### config.mk
export PLATFORM = sky130hd
export DESIGN_NAME = borrow_select_subtractor_seq
export DESIGN_NICKNAME = d
export VERILOG_FILES = /design/src/rtl/borrow_select_subtractor_seq.sv
export SDC_FILE = /design/constraint.sdc
export NUM_CORES = 1
export LEC_CHECK = 0
export BUFFER_PORTS_ARGS = -buffer_cell sky130_fd_sc_hd__buf_2
export CAP_MARGIN = 10
export CORE_ASPECT_RATIO = 1.25
export CORE_MARGIN = 2
export CORE_UTILIZATION = 43
export CTS_BUF_LIST = sky130_fd_sc_hd__clkbuf_8
export DETAILED_ROUTE_END_ITERATION = 8
export HOLD_SLACK_MARGIN = 0.1
export PLACE_DENSITY = 0.64
export SYNTH_ARGS = -nofsm -noshare
export SYNTH_HDL_FRONTEND = slang
export SYNTH_SLANG_ARGS = --single-unit
### constraint.sdc
create_clock -name clk -period 4.3 [get_ports clk]
set_input_delay 0.86 -clock clk [delete_from_list [all_inputs] [get_ports clk]]
set_output_delay 0.86 -clock clk [all_outputs]
set_load 0.02 [all_outputs]
### src/rtl/borrow_select_subtractor_seq.sv
`default_nettype none
// ============================================================================
// Module  : borrow_select_subtractor_seq
// Brief   : Multi-cycle borrow-select subtractor, DIFF = x - y - Bin, one
//           K-bit chunk per clock, LSB chunk first, valid/ready on both sides.
// Revision: 1.0 - initial release
// ============================================================================
module borrow_select_subtractor_seq #(
    parameter int N = 15,
    parameter int K = 4
) (
    input  logic       clk,
    input  logic       rst_n,
    input  logic       in_valid,
    output logic       in_ready,
    input  logic [N:0] x,
    input  logic [N:0] y,
    input  logic       Bin,
    output logic       out_valid,
    input  logic       out_ready,
    output logic [N:0] DIFF,
    output logic       Bout,
    output logic       V
);

    localparam int C    = (N + 1) / K;
    localparam int IDXW = (C > 1) ? $clog2(C) : 1;
    localparam logic [IDXW-1:0] C_LAST_IDX = IDXW'(C - 1);

    typedef enum logic [1:0] {
        IDLE = 2'd0,
        BUSY = 2'd1,
        DONE = 2'd2
    } state_t;

    state_t          state_q, state_d;
    logic [N:0]      x_q, x_d;
    logic [N:0]      y_q, y_d;
    logic            borrow_q, borrow_d;
    logic [IDXW-1:0] idx_q, idx_d;
    logic [N:0]      acc_q, acc_d;
    logic [N:0]      diff_q, diff_d;
    logic            bout_q, bout_d;
    logic            v_q, v_d;

    logic [31:0]     w_base;
    logic [K-1:0]    w_xi;
    logic [K-1:0]    w_yi;
    logic [K:0]      w_sub0;
    logic [K:0]      w_sub1;
    logic [K:0]      w_sel;

    always_comb begin
        state_d  = state_q;
        x_d      = x_q;
        y_d      = y_q;
        borrow_d = borrow_q;
        idx_d    = idx_q;
        acc_d    = acc_q;
        diff_d   = diff_q;
        bout_d   = bout_q;
        v_d      = v_q;

        w_base = 32'(idx_q) * K;
        w_xi   = x_q[w_base +: K];
        w_yi   = y_q[w_base +: K];
        // Both borrow-in cases precomputed; the MSB of each K+1 bit result is its borrow.
        w_sub0 = {1'b0, w_xi} - {1'b0, w_yi};
        w_sub1 = w_sub0 - (K + 1)'(1);
        w_sel  = borrow_q ? w_sub1 : w_sub0;

        case (state_q)
            IDLE: begin
                if (in_valid) begin
                    x_d      = x;
                    y_d      = y;
                    borrow_d = Bin;
                    idx_d    = '0;
                    state_d  = BUSY;
                end
            end
            BUSY: begin
                acc_d[w_base +: K] = w_sel[K-1:0];
                borrow_d           = w_sel[K];
                idx_d              = idx_q + IDXW'(1);
                if (idx_q == C_LAST_IDX) begin
                    idx_d   = '0;
                    state_d = DONE;
                    diff_d  = acc_d;
                    bout_d  = w_sel[K];
                    v_d     = (x_q[N] ^ y_q[N]) & (acc_d[N] ^ x_q[N]);
                end
            end
            DONE: begin
                if (out_ready) begin
                    state_d = IDLE;
                end
            end
            default: begin
                state_d = IDLE;
            end
        endcase
    end

    always_ff @(posedge clk or negedge rst_n) begin
        if (!rst_n) begin
            state_q  <= IDLE;
            x_q      <= '0;
            y_q      <= '0;
            borrow_q <= 1'b0;
            idx_q    <= '0;
            acc_q    <= '0;
            diff_q   <= '0;
            bout_q   <= 1'b0;
            v_q      <= 1'b0;
        end else begin
            state_q  <= state_d;
            x_q      <= x_d;
            y_q      <= y_d;
            borrow_q <= borrow_d;
            idx_q    <= idx_d;
            acc_q    <= acc_d;
            diff_q   <= diff_d;
            bout_q   <= bout_d;
            v_q      <= v_d;
        end
    end

    assign in_ready  = (state_q == IDLE);
    assign out_valid = (state_q == DONE);
    assign DIFF      = diff_q;
    assign Bout      = bout_q;
    assign V         = v_q;

endmodule
`default_nettype wire

---- Word level (Yosys, flattened, before mapping) ----
Index checks and enable logic that the tools add are counted.
word-level totals
  flip-flop bits (word level) ............. 71
  bits in latches ......................... 0
  RAM bits ................................ 0
  ROM bits ................................ 0
  memories ................................ 0
cells by class
  add/sub/neg operators ................... 4
  multipliers ............................. 0
  divide/modulo/power cells ............... 0
  magnitude comparators ................... 0
  eq/ne operators ......................... 6
  shift operators ......................... 4
  multiplexer cells ....................... 11
  bitwise gates (word level) .............. 3
  reduce and logical (&&, ||, !) cells .... 6
operator list
  cell                                                    number
  negation 4 -> 34 bit                                    1
  variable shift 4 x 34 -> 16 bit (first input constant)  1
  indexed part select 4 x 34 -> 16 bit                    1
  indexed part select 16 x 5 -> 4 bit                     2
  bitwise mux 16 bit                                      1
  two-way mux 2 bit                                       5
  case mux 2 bit (3 select lines)                         1
  AND reduction 2 bit                                     3
  two-way mux 5 bit                                       1
  subtractor 4 x 4 -> 5 bit                               1
  subtractor 5 x 1 -> 5 bit (second input constant)       1
  equality test 2 bit (second input constant)             2
  != test 2 bit (second input constant)                   2
  case mux 2 bit (2 select lines)                         1
  AND reduction 3 bit                                     1
  adder 2 x 1 -> 2 bit (second input constant)            1
  equality test 2 x 1 -> 1 bit (second input constant)    1
  logical NOT 2 bit                                       1
  != test 2 x 1 -> 1 bit (second input constant)          1
  case mux 1 bit (2 select lines)                         1
  nonzero test 2 bit                                      1
  XOR 1 bit                                               2
  bitwise AND 1 bit                                       1
  two-way mux 1 bit                                       1

---- Depth between registers and ports, before layout ----
Gate-level depths: netlist of run 1.
  depth after elaboration ................. 8
  mapped depth ............................ 10
  mapped depth without buffers ............ 9

---- Worst setup path before layout of run 1 ----
No wires, ideal clock.
  path kind ............................... register -> register
  start point ............................. reg idx_q[0]
  end point ............................... reg acc_q[1]
  arrival ................................. 2782 ps
  required time ........................... 4234 ps
  path slack .............................. 1452 ps
  cell stages (with the launch flop) ...... 9
  path buffers ............................ 1
  path through ............................ dfrtp_1 > buf_2 > mux4_2 > ha_1 > fa_1 > ha_1 > mux2i_1 > and2_1 > a22o_1
on the way
  longest elaborated chain between the ends .. 6
  elaborated cells between the ends (all ways) .. 9
  those cells by class .................... 3 x add/sub; 4 x shift; 2 x mux
RTL lines
  element                                                 line    source
  start, declared                                         40      logic [IDXW-1:0] idx_q, idx_d;
  start signal, assigned                                  121     idx_q <= idx_d;
  indexed part select 16 x 5 -> 4 bit (on tied branches)  65, 66
  subtractor 4 x 4 -> 5 bit                               68      w_sub0 = {1'b0, w_xi} - {1'b0, w_yi};
  subtractor 5 x 1 -> 5 bit                               69      w_sub1 = w_sub0 - (K + 1)'(1);
  two-way mux 5 bit                                       70      w_sel = borrow_q ? w_sub1 : w_sub0;
  indexed part select 4 x 34 -> 16 bit                    83      acc_d[w_base +: K] = w_sel[K-1:0];
  bitwise mux 16 bit (*)                                  83
  end signal, assigned                                    112     acc_q <= '0;
  end signal, assigned                                    122     acc_q <= acc_d;
  end, declared                                           41      logic [N:0] acc_q, acc_d;
Every way passes the cells marked *; elsewhere a longest branch is shown, timed or not.
A chain may end at the register's enable or synchronous reset.

---- Worst setup path after layout of run 1 ----
  start point ............................. reg idx_q[0]
  end point ............................... reg diff_q[15] (netlist: DIFF[15])
on the way
  longest elaborated chain between the ends .. 6
  elaborated cells between the ends (all ways) .. 11
  those cells by class .................... 3 x add/sub; 1 x eq/ne; 4 x shift; 2 x mux; 1 x reduce/logical
RTL lines
  element                                                 line    source
  indexed part select 16 x 5 -> 4 bit (on tied branches)  65, 66
  subtractor 4 x 4 -> 5 bit                               68
  subtractor 5 x 1 -> 5 bit                               69
  two-way mux 5 bit                                       70
  indexed part select 4 x 34 -> 16 bit                    83
  bitwise mux 16 bit                                      83
  end signal, assigned                                    123     diff_q <= diff_d;
  end, declared                                           42      logic [N:0] diff_q, diff_d;
Parallel ways exist; a longest one is shown, timed or not.

==> metrics.yaml, run 1 <==
status: "finished clean"
max_cap_viol_count: 0
yosys.area.top_type: "dfrtp_1"
start_util: 0.443
post_cts_buffers: 0
wl_met2_mm: 3.46
syn_nets: 402
cts_root_buf: "clkbuf_8"
numCtsBuffers: 9
grt_max_degree: 41
hold_viol_final: 0
drtIter0Drc: 129
cts_sinks: 71
grt_pass1_vias: 2612
clkTransAtPathRegs_ns: 0.07
cts_tree: "done"
synth_area_per_cell_um2: 9.79
holdWs_ns: 0.472
cp.depth: 8
htree_levels: 3
max_freq_mhz: 308
path_buf_inv: 0
leakage_nw: 2.08
seq_area_mm2: 0.00178
place.gp.congestion: 0.835
wirelength_mm: 7.25
vias_per_cell: 5.11
hold_path.class: "reg2reg"
die_h_um: 104
setup_violations: 0
worst-endpoint-required_ns: 4.51
critical-path-top-delay-family: "flip-flops"
dp_slack_ns: 1.01
rsz0062_at_grt: "no"
wire_per_inst_um: 14.3
top_layer_used: "met4"
synthCells: 353
grt_overflow: 0
synth_warnings: 0
ctsHoldBuffers: 0
vias: 2588
wl_met1_mm: 3.39
clk_latency_ns: 0.34
setup_slack_ns: 1.05
synth_seq_area_share: 0.514
drive_gt1_frac: 0.219
fin_skew_ns: 0.00743
cts_buffer_depth: 2
num_rows: 36
cts_resized: 0
dr.pass1.iters: 4
ys_types: 39
die_area_mm2: 0.00877
ff2ff_path_depth: 8
end_kind: "register"
postRouteAntennaNets: 0
final_nets: 455
crit_fanout: 16
route.met3.wl_um: 268
finalSetupTns_ns: 0
slowest_delay_ns: 0.80
num_antenna_cells: 0
die_x_um: 84.2
synthTopCellsByArea: "dfrtp_1, nand2_1, mux4_2"
antenna_found_initial: 0
cp_slowest_cell: "dfrtp_1"
syn_to_final_growth_pct: 17.1
worst-setup-path-type: "reg2reg"
cp.arrival_ns: 3.45
portBuffers: 56
drc: 0
grt_pass1_wl_mm: 12.6
slew_headroom: 0.304
dpl.hpwl_mm: 5.29
cp-start-kind: "register"
period_minus_slack_ns: 3.25
ys_ff_latch: 71
multi_input_area_mm2: 0.00156
finalCritPeriodShare: 0.755
powerDensity_mw_per_mm2: 959
final_util: 0.519
worst_pin_slew_ns: 1.04
report.final.slew_viol_count: 0
track_usage: 0.182
peakVddDrop_mv: 0.498
fill_cells: 746
core_region_area_mm2: 0.00779
syn_area_mm2: 0.00346
hold_depth: 2
synth_top_area_frac: 0.514
crit_chain: "mux4_2 > ha_1 > fa_1 > xor2_1 > nand4_1 > xnor3_2 > a21boi_0 > o21ai_0"
boundaryPins: 57
logic make-up (layout without fill, tap and decap cells):
kind of cell / after synthesis / after routing / share of synthesized area
AOI/OAI and AO/OA: 64 / 64 / 0.119
xor gates and xnor gates: 3 / 3 / 0.0119
adders and majority gates: 12 / 12 / 0.0456
buffers and inverters: 29 / 87 / 0.0358
DFF: 71 / 71 / 0.514
muxes: 11 / 11 / 0.0615
and+or+nand+nor: 163 / 163 / 0.211
placed cells by master (no fill, tap or decap), types with 2 or more instances in the layout:
master,count
a22o_1,12
a32o_1,3
dfrtp_1,71
nand2b_1,4
buf_2,56
o31ai_1,4
and2_1,4
inv_1,12
and3_1,2
a21oi_1,18
clkbuf_8,13
nor2b_1,17
nand3_1,5
mux4_2,8
bufinv_16,2
buf_4,4
o21ai_0,22
mux2_2,2
nand2_1,122
ha_1,11
worst register-to-register path: stages (launching register included):
cell and delay [ns]:
dfrtp_1 0.80, mux4_2 0.59, ha_1 0.22, fa_1 0.40, xor2_1 0.23, nand4_1 0.15
xnor3_2 0.36, a21boi_0 0.26, o21ai_0 0.12
layer usage:
layer  GRT usage  vias up
met5           0        -
met1       0.243     1227
met3      0.0341       13
met4      0.0818        0
met2       0.289       57
li1            -     1291
through the flow:
step	cells	total power, mW	cell area, µm²
3_5_place_dp	490	3.28	3800
5_1_grt	506	4.24	4050
3_3_place_gp	490	3.22	3800
6_report	506	3.88	4050
4_1_cts	506	3.92	4050
2_1_floorplan	353	2.73	3460
where the power goes:
part	switching, mW	internal [mW]	total, mW
clock network	0.235	0.388	0.623
logic	1.27	0.847	2.11
registers	0.195	0.948	1.14
total	1.70	2.18	3.88
layout make-up:
type	instances	area share
clock inverters	3	0.0158
multi-input cells	253	0.384
clock buffers	13	0.0442
repair buffers	60	0.0767
well taps	95	0.0294
inverters	11	0.0102
flip-flops and latches	71	0.439
path summary, 6_finish.rpt:
| kind | slack (ns) | from | end |
|---|---|---|---|
| worst max-delay path | 1.05 | idx_q[0] | DIFF[15] |
| max in group asynchronous | 2.75 | rst_n | acc_q[11] |
| worst max register to register | 1.05 | idx_q[0] | DIFF[15] |
| worst min register to register | 0.47 | DIFF[14] | DIFF[14] |
| worst min-delay path | 0.47 | DIFF[14] | DIFF[14] |
| min in group asynchronous | 0.57 | rst_n | DIFF[7] |
cells in the mapped netlist:
cell	instances
a211o_1	1
a21boi_0	1
a21o_1	1
a21oi_1	18
a22o_1	12
a32o_1	3
and2_1	4
and3_1	2
buf_2	3
clkbuf_1	13
clkbuf_2	1
clkbuf_8	1
dfrtp_1	71
fa_1	1
ha_1	11
inv_1	11
mux2_2	2
mux2i_1	1
mux4_2	8
nand2_1	122
nand2b_1	4
nand3_1	5
nand3_2	1
nand4_1	1
nor2_1	1
nor2_2	1
nor2b_1	17
nor3_1	1
nor4_1	1
nor4b_4	1
nor4bb_1	1
o21ai_0	22
o2bb2ai_2	1
o311ai_0	1
o31ai_1	4
or2b_1	1
xnor2_1	1
xnor3_2	1
xor2_1	1
registers in the layout (all words and copies together), names as in the netlist:
signal	count
V	1
Bout	1
DIFF	16
acc_q	16
borrow_q	1
state_q	2
y_q	16
idx_q	2
x_q	16
(Power assumes the default switching activity.)
==> run 2, diff against run 1 <==
clock period = 3.2 ns   (was 4.3 ns; I/O delays follow)
==> metrics.yaml, run 2 (synthesized netlist as in run 1, its figures left out) <==
max_freq_mhz: 345  # +12%
portBuffers: 56  # unchanged
ctsHoldBuffers: 0  # unchanged
vias_per_cell: 5.08  # -0.71%
leakage_nw: 2.08  # +0.10%
antenna_found_initial: 0  # unchanged
drive_gt1_frac: 0.224  # +0.00458
power.internal_mw: 2.87  # +31%
die_x_um: 84.2  # unchanged
p_seq_frac: 0.296  # about the same
worst-setup-path-type: "reg2reg"
cts_root_buf: "clkbuf_8"
boundaryPins: 57  # unchanged
place.gp.congestion: 0.847  # +1.4%
end_kind: "register"
core_region_area_mm2: 0.00779  # unchanged
combPwrFrac: 0.590  # +0.045
vias: 2595  # +0.27%
num_rows: 36  # unchanged
dr.pass1.iters: 4  # unchanged
cts_resized: 0  # unchanged
htree_levels: 3  # unchanged
final_nets: 461  # +1.3%
hold_viol_final: 0  # unchanged
cp.arrival_ns: 3.11  # -0.34 ns
rsz0062_at_grt: "no"
finalSetupTns_ns: 0  # unchanged
post_cts_buffers: 0  # unchanged
drc: 0  # unchanged
postRouteAntennaNets: 0  # unchanged
cts_tree: "done"
powerDensity_mw_per_mm2: 1290  # +34%
drtIter0Drc: 93  # -28%
die_area_mm2: 0.00877  # unchanged
peakVddDrop_mv: 0.711  # +43%
seq_area_mm2: 0.00178  # about the same
track_usage: 0.175  # -0.00686
final_common_cell: "nand2_1"
wire_per_inst_um: 14.1  # -1.8%
status: "finished clean"
multi_input_area_mm2: 0.00156  # unchanged
cts_buffer_depth: 2  # unchanged
start_util: 0.443  # unchanged
timing.rr.start: "idx_q[0]"
layout_common_cells: "nand2_1, dfrtp_1, buf_2"
report.final.slew_viol_count: 0  # unchanged
clkTransAtPathRegs_ns: 0.07  # about the same
swShare: 0.446  # +0.00870
slew_headroom: 0.455  # +0.151
finalCritPeriodShare: 0.905  # +0.150
dpl.hpwl_mm: 5.16  # -2.5%
fin_skew_ns: 0.00852  # +0.00110 ns
crit_fanout: 9  # -7
dp_slack_ns: 0.0735  # -0.939 ns
setup_slack_ns: 0.305  # -0.748 ns
fill_cells: 753  # +0.94%
period_minus_slack_ns: 2.90  # -0.352 ns
cp-start-kind: "register"
numCtsBuffers: 9  # unchanged
max_cap_viol_count: 0  # unchanged
hold_path.class: "in2async"
syn_to_final_growth_pct: 16.3
p_switching_mw: 2.31  # +36%
grt_max_degree: 40  # -2.4%
worst_pin_slew_ns: 0.818  # -0.224 ns
cts_sinks: 71  # unchanged
die_h_um: 104  # unchanged
setup_violations: 0  # unchanged
num_antenna_cells: 0  # unchanged
clk_latency_ns: 0.34  # about the same
final_cell_area_mm2: 0.00402  # -0.65%
grt_overflow: 0  # unchanged
wirelength_mm: 7.19  # -0.83%
grt_pass1_wl_mm: 12.1  # -3.8%
critical_path.startpoint: "idx_q[0]"
p_clk_frac: 0.115  # -0.046
grt_pass1_vias: 2541  # -2.7%
placed_cell_area_mm2: 0.00386  # +1.5%
worst-endpoint-required_ns: 3.42  # -1.09 ns
run 2: power groups by stage:
stage / logic [mW] / clock network (mW) / registers (mW)
detailed placement: 3.06 / 0 / 1.55
floorplan: 2.12 / 0 / 1.55
global placement: 2.98 / 0 / 1.54
finish: 3.05 / 0.595 / 1.53
global route: 3.40 / 0.654 / 1.58
CTS: 3.08 / 0.615 / 1.54
run 2: path summary, 6_finish.rpt:
check                            to  slack, ns  depth (start not counted)
hold reg to reg            DIFF[13]       0.47                          2
setup / recovery           DIFF[15]       0.30                          8
hold / removal              DIFF[0]       0.38                          1
setup reg to reg           DIFF[15]       0.30                          8
min in group clk           DIFF[13]       0.47                          2
max in group asynchronous  DIFF[12]       2.14                          2
run 2: metal layers:
metal	global-route usage	routed length, µm	share of wire	up-vias
met5	0	0	0	-
met4	0.0887	195	0.027	0
met3	0.0357	303	0.042	17
met2	0.279	3480	0.48	70
met1	0.226	3210	0.45	1209
li1	-	-	-	1299
run 2: metrics by stage:
| step | cells | hold slack (ns) | utilization | power (mW) |
|---|---|---|---|---|
| after global placement | 496 | 0.453 | 0.495 | 4.52 |
| after detailed placement | 496 | 0.462 | 0.495 | 4.61 |
| after CTS | 511 | 0.403 | 0.516 | 5.23 |
| final | 511 | 0.383 | 0.516 | 5.18 |
| after global routing | 511 | 0.424 | 0.516 | 5.64 |
| after floorplan | 353 | 0.344 | - | 3.67 |
run 2: critical path, stage by stage (launching register included):
cell	delay, ns
dfrtp_2	0.54
mux4_2	0.54
ha_1	0.22
fa_1	0.40
xor2_1	0.23
nand4_1	0.14
xnor3_2	0.34
a21boi_0	0.24
o21ai_0	0.10
run 2: final cells by class:
| cell class | count | area share |
|---|---|---|
| multi-input cells | 253 | 0.387 |
| repair buffers | 66 | 0.0915 |
| clock inverters | 5 | 0.00498 |
| flip-flops and latches | 71 | 0.442 |
| clock buffers | 10 | 0.0342 |
| well taps | 95 | 0.0296 |
| inverters | 11 | 0.0103 |
